--- config.mk ---
export PLATFORM = sky130hd
export DESIGN_NAME = ram_port_b_arbiter_flat
export DESIGN_NICKNAME = d
export VERILOG_FILES = /design/src/rtl/ram_port_b_arbiter_if.sv /design/src/rtl/ram_port_b_arbiter.sv /design/src/flat_wrapper.sv
export SDC_FILE = /design/constraint.sdc
export NUM_CORES = 1
export LEC_CHECK = 0
export ABC_CLOCK_PERIOD_IN_PS = 1700
export BUFFER_PORTS_ARGS = -buffer_cell sky130_fd_sc_hd__buf_4
export CAP_MARGIN = 15
export CORE_MARGIN = 8
export CORE_UTILIZATION = 35
export CTS_BUF_LIST = sky130_fd_sc_hd__clkbuf_4 sky130_fd_sc_hd__clkbuf_8 sky130_fd_sc_hd__clkbuf_16
export DETAILED_ROUTE_END_ITERATION = 16
export GPL_TIMING_DRIVEN = 0
export PLACE_DENSITY = 0.62
export SLEW_MARGIN = 10
export SYNTH_ARGS = -nofsm -noshare
export SYNTH_HDL_FRONTEND = slang
export SYNTH_SLANG_ARGS = --single-unit
--- constraint.sdc ---
create_clock -name clock -period 1.7 [get_ports clock]
set_clock_uncertainty 0.1 [all_clocks]
set_input_delay 0.34 -clock clock [delete_from_list [all_inputs] [get_ports clock]]
set_output_delay 0.34 -clock clock [all_outputs]
set_load 0.005 [all_outputs]
--- src/rtl/ram_port_b_arbiter_if.sv ---
// Bus bundle between the port-B arbiter, its two read-only requesters and the RAM.
// Master is the requester/RAM side; slave is the arbiter.
interface ram_port_b_arbiter_if #(
  parameter int ADDR_W = 16,
  parameter int DATA_W = 16
);
  logic              audio_req;
  logic [ADDR_W-1:0] audio_addr;
  logic              audio_grant;
  logic              audio_valid;
  logic [DATA_W-1:0] audio_data;
  logic              vga_req;
  logic [ADDR_W-1:0] vga_addr;
  logic              vga_grant;
  logic              vga_valid;
  logic [DATA_W-1:0] vga_data;
  logic [ADDR_W-1:0] ram_addr;
  logic [DATA_W-1:0] ram_data;
  logic              busy;

  modport master (
    output audio_req, audio_addr, vga_req, vga_addr, ram_data,
    input  audio_grant, audio_valid, audio_data,
           vga_grant, vga_valid, vga_data, ram_addr, busy
  );

  modport slave (
    input  audio_req, audio_addr, vga_req, vga_addr, ram_data,
    output audio_grant, audio_valid, audio_data,
           vga_grant, vga_valid, vga_data, ram_addr, busy
  );
endinterface

--- src/rtl/ram_port_b_arbiter.sv ---
// Shares RAM port B between the audio and VGA readers: one read in flight at a time,
// round-robin or fixed audio priority, with a one-cycle valid pulse per returned word.
module ram_port_b_arbiter #(
  parameter int ADDR_W         = 16,
  parameter int DATA_W         = 16,
  parameter int READ_LATENCY   = 1,
  parameter int AUDIO_PRIORITY = 0
) (
  input logic                 clock,
  input logic                 reset,
  ram_port_b_arbiter_if.slave bus
);
  typedef enum logic {IDLE, WAIT} state_t;
  typedef enum logic {OWN_AUDIO, OWN_VGA} owner_t;

  localparam logic [2:0] LATENCY = 3'(READ_LATENCY);

  state_t            r_state;
  state_t            w_nextState;
  owner_t            r_owner;
  owner_t            r_last;
  owner_t            w_winner;
  logic              w_anyReq;
  logic [2:0]        r_cnt;
  logic [ADDR_W-1:0] r_ramAddr;
  logic [DATA_W-1:0] r_audioData;
  logic [DATA_W-1:0] r_vgaData;
  logic              r_audioValid;
  logic              r_vgaValid;
  logic              w_audioGrant;
  logic              w_vgaGrant;
  logic              w_busy;

  always_ff @(posedge clock or posedge reset) begin
    if (reset) r_state <= IDLE;
    else       r_state <= w_nextState;
  end

  // VGA wins a tie only in round-robin mode and only when audio had the previous read.
  always_comb begin
    w_anyReq    = bus.audio_req | bus.vga_req;
    w_winner    = OWN_AUDIO;
    w_nextState = r_state;
    if (bus.vga_req && (!bus.audio_req || (AUDIO_PRIORITY == 0 && r_last == OWN_AUDIO)))
      w_winner = OWN_VGA;
    case (r_state)
      IDLE:    if (w_anyReq) w_nextState = WAIT;
      WAIT:    if (r_cnt == 3'd0) w_nextState = IDLE;
      default: w_nextState = IDLE;
    endcase
  end

  always_comb begin
    w_busy       = (r_state == WAIT);
    w_audioGrant = w_busy && (r_owner == OWN_AUDIO);
    w_vgaGrant   = w_busy && (r_owner == OWN_VGA);
  end

  always_ff @(posedge clock or posedge reset) begin
    if (reset) begin
      r_cnt        <= 3'd0;
      r_owner      <= OWN_AUDIO;
      r_last       <= OWN_VGA;
      r_ramAddr    <= '0;
      r_audioData  <= '0;
      r_vgaData    <= '0;
      r_audioValid <= 1'b0;
      r_vgaValid   <= 1'b0;
    end else begin
      r_audioValid <= 1'b0;
      r_vgaValid   <= 1'b0;
      case (r_state)
        IDLE: begin
          if (w_anyReq) begin
            r_ramAddr <= (w_winner == OWN_VGA) ? bus.vga_addr : bus.audio_addr;
            r_owner   <= w_winner;
            r_last    <= w_winner;
            r_cnt     <= LATENCY;
          end
        end
        WAIT: begin
          // The extra cycle at zero lets the RAM's registered output settle before capture.
          if (r_cnt != 3'd0) begin
            r_cnt <= r_cnt - 3'd1;
          end else if (r_owner == OWN_VGA) begin
            r_vgaData  <= bus.ram_data;
            r_vgaValid <= 1'b1;
          end else begin
            r_audioData  <= bus.ram_data;
            r_audioValid <= 1'b1;
          end
        end
        default: r_cnt <= 3'd0;
      endcase
    end
  end

  assign bus.ram_addr    = r_ramAddr;
  assign bus.audio_grant = w_audioGrant;
  assign bus.audio_valid = r_audioValid;
  assign bus.audio_data  = r_audioData;
  assign bus.vga_grant   = w_vgaGrant;
  assign bus.vga_valid   = r_vgaValid;
  assign bus.vga_data    = r_vgaData;
  assign bus.busy        = w_busy;
endmodule

--- src/flat_wrapper.sv ---
// flat-port wrapper written by rule: the top's interface ports become plain ports
module ram_port_b_arbiter_flat 
#(
  parameter int ADDR_W         = 16,
  parameter int DATA_W         = 16,
  parameter int READ_LATENCY   = 1,
  parameter int AUDIO_PRIORITY = 0
)
  (clock, reset, bus_audio_req, bus_audio_addr, bus_vga_req, bus_vga_addr, bus_ram_data, bus_audio_grant, bus_audio_valid, bus_audio_data, bus_vga_grant, bus_vga_valid, bus_vga_data, bus_ram_addr, bus_busy);
  ram_port_b_arbiter_if #(.ADDR_W(ADDR_W), .DATA_W(DATA_W)) bus_i ();
  input logic clock;
  input logic reset;
  input wire logic [$bits(bus_i.audio_req)-1:0] bus_audio_req;
  input wire logic [$bits(bus_i.audio_addr)-1:0] bus_audio_addr;
  input wire logic [$bits(bus_i.vga_req)-1:0] bus_vga_req;
  input wire logic [$bits(bus_i.vga_addr)-1:0] bus_vga_addr;
  input wire logic [$bits(bus_i.ram_data)-1:0] bus_ram_data;
  output wire logic [$bits(bus_i.audio_grant)-1:0] bus_audio_grant;
  output wire logic [$bits(bus_i.audio_valid)-1:0] bus_audio_valid;
  output wire logic [$bits(bus_i.audio_data)-1:0] bus_audio_data;
  output wire logic [$bits(bus_i.vga_grant)-1:0] bus_vga_grant;
  output wire logic [$bits(bus_i.vga_valid)-1:0] bus_vga_valid;
  output wire logic [$bits(bus_i.vga_data)-1:0] bus_vga_data;
  output wire logic [$bits(bus_i.ram_addr)-1:0] bus_ram_addr;
  output wire logic [$bits(bus_i.busy)-1:0] bus_busy;
  assign bus_i.audio_req = bus_audio_req;
  assign bus_i.audio_addr = bus_audio_addr;
  assign bus_i.vga_req = bus_vga_req;
  assign bus_i.vga_addr = bus_vga_addr;
  assign bus_i.ram_data = bus_ram_data;
  assign bus_audio_grant = bus_i.audio_grant;
  assign bus_audio_valid = bus_i.audio_valid;
  assign bus_audio_data = bus_i.audio_data;
  assign bus_vga_grant = bus_i.vga_grant;
  assign bus_vga_valid = bus_i.vga_valid;
  assign bus_vga_data = bus_i.vga_data;
  assign bus_ram_addr = bus_i.ram_addr;
  assign bus_busy = bus_i.busy;
  ram_port_b_arbiter #(.ADDR_W(ADDR_W), .DATA_W(DATA_W), .READ_LATENCY(READ_LATENCY), .AUDIO_PRIORITY(AUDIO_PRIORITY)) u_core (.clock(clock), .reset(reset), .bus(bus_i));
endmodule
==> flow_summary_export.csv <==
group,metric,value,unit
status,status,"completed",
yosys,ys_seq_elements,56,
placement,place_area,3319,um2
die,die_area,9814,um2
pwr,p_comb_share,44.6,%
finish,nets,361,
finish,fill_cells,599,
routing,viasPerCell,4.562,
timing,slew_viol_final,0,
die,start_util,35.94,%
routing,drt_iter0_drc,49,
worst_setup_path,path_depth,6,
clock_tree,clk_pin_slew,0.10,ns
yosys,yosysWarnings,0,
min_path,min_to,"u_core.r_last",
global_routing,antenna_found_initial,0,
worst_setup_path,path_cells,"inv_1 -> ha_1 -> ha_4 -> nand3b_4 -> buf_4 -> mux2_2",
placement,post-place-ws,-0.1039,ns
yosys,syn_area,2415,um2
pwr,seqPwrFrac,37.1,%
yosys,ys_async_sr_fraction,100.0,%
flow_run,drv_cap,0,
timing,finalCritPeriodShare,95.14,%
yosys,synth_edf_count,0,
finish,final_area,3527,um2
timing,relSlewSlack,67.72,%
yosys,synth.top_cell.area_share,56.99,%
timing,fin_tns_setup,0,ns
routing,wl_per_cell,15.88,um
worst_setup_path,worstSetupEndpointType,"flop",
worst_setup_path,arrival,1.71,ns
clock_tree,h-tree-depth,2,
yosys,synth_mux_area_share,17.72,%
yosys,syn-instance-count,191,
finish,layout_common_cells,"buf_4, dfrtp_1, a21oi_1",
yosys,synth-xor-area-share,0.3627,%
pwr,power,6.422,mW
die,fp.coreArea,6719,um2
pwr,p_leak,1.788,nW
die,die_h,99.07,um
die,rows,30,
yosys,ys_types,25,
die,die_x,99.07,um
worst_setup_path,cp_slowest_cell,"dfrtp_1",
placement,dp_cells,376,
min_path,hold_depth,2,
routing,ant_nets,0,
worst_setup_path,reg2regPathDepth,6,
timing,clock.fmax,618.3,MHz
min_path,hp-start,"bus_audio_req",
worst_setup_path,r2r_end,"u_core.bus.audio_data[6]",
timing,fin_crit,1.617,ns
clock_tree,root_buffer,"clkbuf_8",
yosys,synth_compound_area_share,9.793,%
global_routing,grt_start_max_net_pins,37,
global_routing,grt_pass1_vias,1895,
placement,hpwl,4.594,mm
yosys,yosysSeqAreaShare,58.08,%
timing,hold-worst-slack,0.1457,ns
yosys,synth.area.top_cells,"dfrtp_1, mux2_4, a21oi_1",
pwr,p_sw_share,29.64,%
worst_setup_path,crit_family,"adder cells",
finish,drive_above_1_share,53.90,%
worst_setup_path,crit_fanout,7,
finish,num_antenna_cells,0,
timing,finalSetupViolCount,0,
yosys,synth_top_family_by_area,"multiplexers",
pwr,switchingPower,1.903,mW
global_routing,grt_pass1_wl,9.770,mm
finish,finalNonFillerCells,388,
clock_tree,clk_latency,0.30,ns
die,ios,105,
clock_tree,cts_sinks,56,
routing,drc,0,
min_path,min_path_type,"in -> reg",
finish,area_growth,46.06,%
worst_setup_path,rrSetupSlack,0.08,ns
finish,regArea,1403,um2
timing,tightestPinTransition,0.4831,ns
yosys,synth_nets,245,
global_routing,grtUsageTotal,12.57,%
worst_setup_path,critPathMaxStageDelay,0.34,ns
timing,setup_slack,0.08257,ns
placement,port-buffer-count,104,
yosys,yosysTopAreaCell,"dfrtp_1",
timing,final_hold_viol_count,0,
yosys,syn_avg_cell_area,12.64,um2
global_routing,globalRouteOverflowTotal,0,
yosys,synth_simple_gate_area_share,8.083,%
worst_setup_path,reg2reg_from,"u_core.r_cnt[0]",
worst_setup_path,crit_required,1.80,ns
finish,multi_input_area,905.9,um2
routing,vias,1770,
clock_tree,clockBufferDepth,2,
pwr,vdd_ir_drop_max,0.0007631,V
yosys,synthAdderAreaFrac,1.036,%
pwr,p_per_area,1821,nW/um2
clock_tree,cts_inserted_buffers,5,
clock_tree,cts_tree,"done",
worst_setup_path,critPathLaunchType,"flop",
routing,first_pass_iters,4,
worst_setup_path,cp_num_buf_inv,2,
placement,place.gp.congestion,0.7419,
finish,final_common_cell,"buf_4",
timing,rsz0062_at_grt,"false",
routing,totalWireLength,6.160,mm
pwr,p_int,4.518,mW
yosys,synthFlopType,"dfrtp_1",
worst_setup_path,path_class,"reg -> reg",
pwr,p_clk_share,18.3,%
finish,final_util,52.50,%
cells in the mapped netlist (2+ instances only):
cell / n
mux2_4: 18
dfrtp_1: 55
mux2_2: 14
o21ai_0: 3
nor2_1: 17
nand2_1: 19
buf_6: 6
buf_4: 2
nand3_1: 2
ha_1: 2
buf_2: 2
inv_1: 7
a21oi_1: 32
routing by layer:
metal	up-vias	GRT usage [%]	wire (um)
li1	872	-	-
met1	840	14.96	2628
met2	52	20.79	3033
met3	6	4.158	419
met4	0	4.191	78
met5	-	0	0
worst reg2reg max path, stage by stage (launching register included):
cell and delay (ns):
dfrtp_1 0.34, inv_1 0.06, ha_1 0.23, ha_4 0.19, nand3b_4 0.08, buf_4 0.17
mux2_2 0.34
state kept, by name, summed over array words and instances (netlist names):
register,flops
u_core.bus.audio_valid,1
u_core.r_cnt,3
u_core.r_last,1
u_core.bus.ram_addr,16
u_core.bus.audio_data,16
u_core.r_owner,1
u_core.bus.vga_data,16
u_core.bus.vga_valid,1
u_core.bus.busy,1
power by group through the flow:
stage	Clock (mW)	Combinational (mW)	Sequential (mW)
after detailed placement	0	2.87	2.41
after global routing	1.27	3.15	2.47
after global placement	0	2.82	2.40
after CTS	1.22	2.91	2.39
after floorplan	0	1.42	2.43
final	1.17	2.86	2.38
how the worst max path moves through the flow:
stage	endpoint	start	slack, ns
finish	u_core.bus.audio_data[6]	u_core.r_cnt[0]	0.08
global route	u_core.bus.audio_data[11]	u_core.r_cnt[0]	0.01
CTS	u_core.bus.vga_data[5]	u_core.r_cnt[0]	0.06
detailed placement	u_core.bus.vga_data[3]	u_core.r_cnt[0]	-0.10
global placement	u_core.bus.vga_data[2]	u_core.r_cnt[0]	-0.09
floorplan	u_core.bus.audio_data[0]	u_core.r_cnt[0]	0.06
final cells by class:
type,instances,share of cell area [%]
Sequential cell,56,39.77
Timing Repair Buffer,109,23.63
Clock inverter,3,2.554
Tap cell,80,2.838
Clock buffer,5,1.951
Buffer,10,2.731
Multi-Input combinational cell,118,25.68
Inverter,7,0.8514
repair_timing:
action                                 4_1_cts  5_1_grt
setup buffers                                3        0
hold buffers                                 1        0
setup endpoints to repair                   18        1
cloned                                       0        0
gates resized for setup                      2        1
endpoints found under the hold margin       20        0
pin swaps                                    2        0
cells by family (layout without fill, tap and decap cells):
family / Yosys count / in the layout
flip-flops: 56 / 56
AND/OR/NAND/NOR: 42 / 42
AO/OA/AOI/OAI: 41 / 41
multiplexers: 32 / 32
buffers and inverters: 17 / 134
adder cells (fa/ha/maj): 2 / 2
XOR/XNOR: 1 / 1
Note: power is estimated with default switching activity, not from simulation.
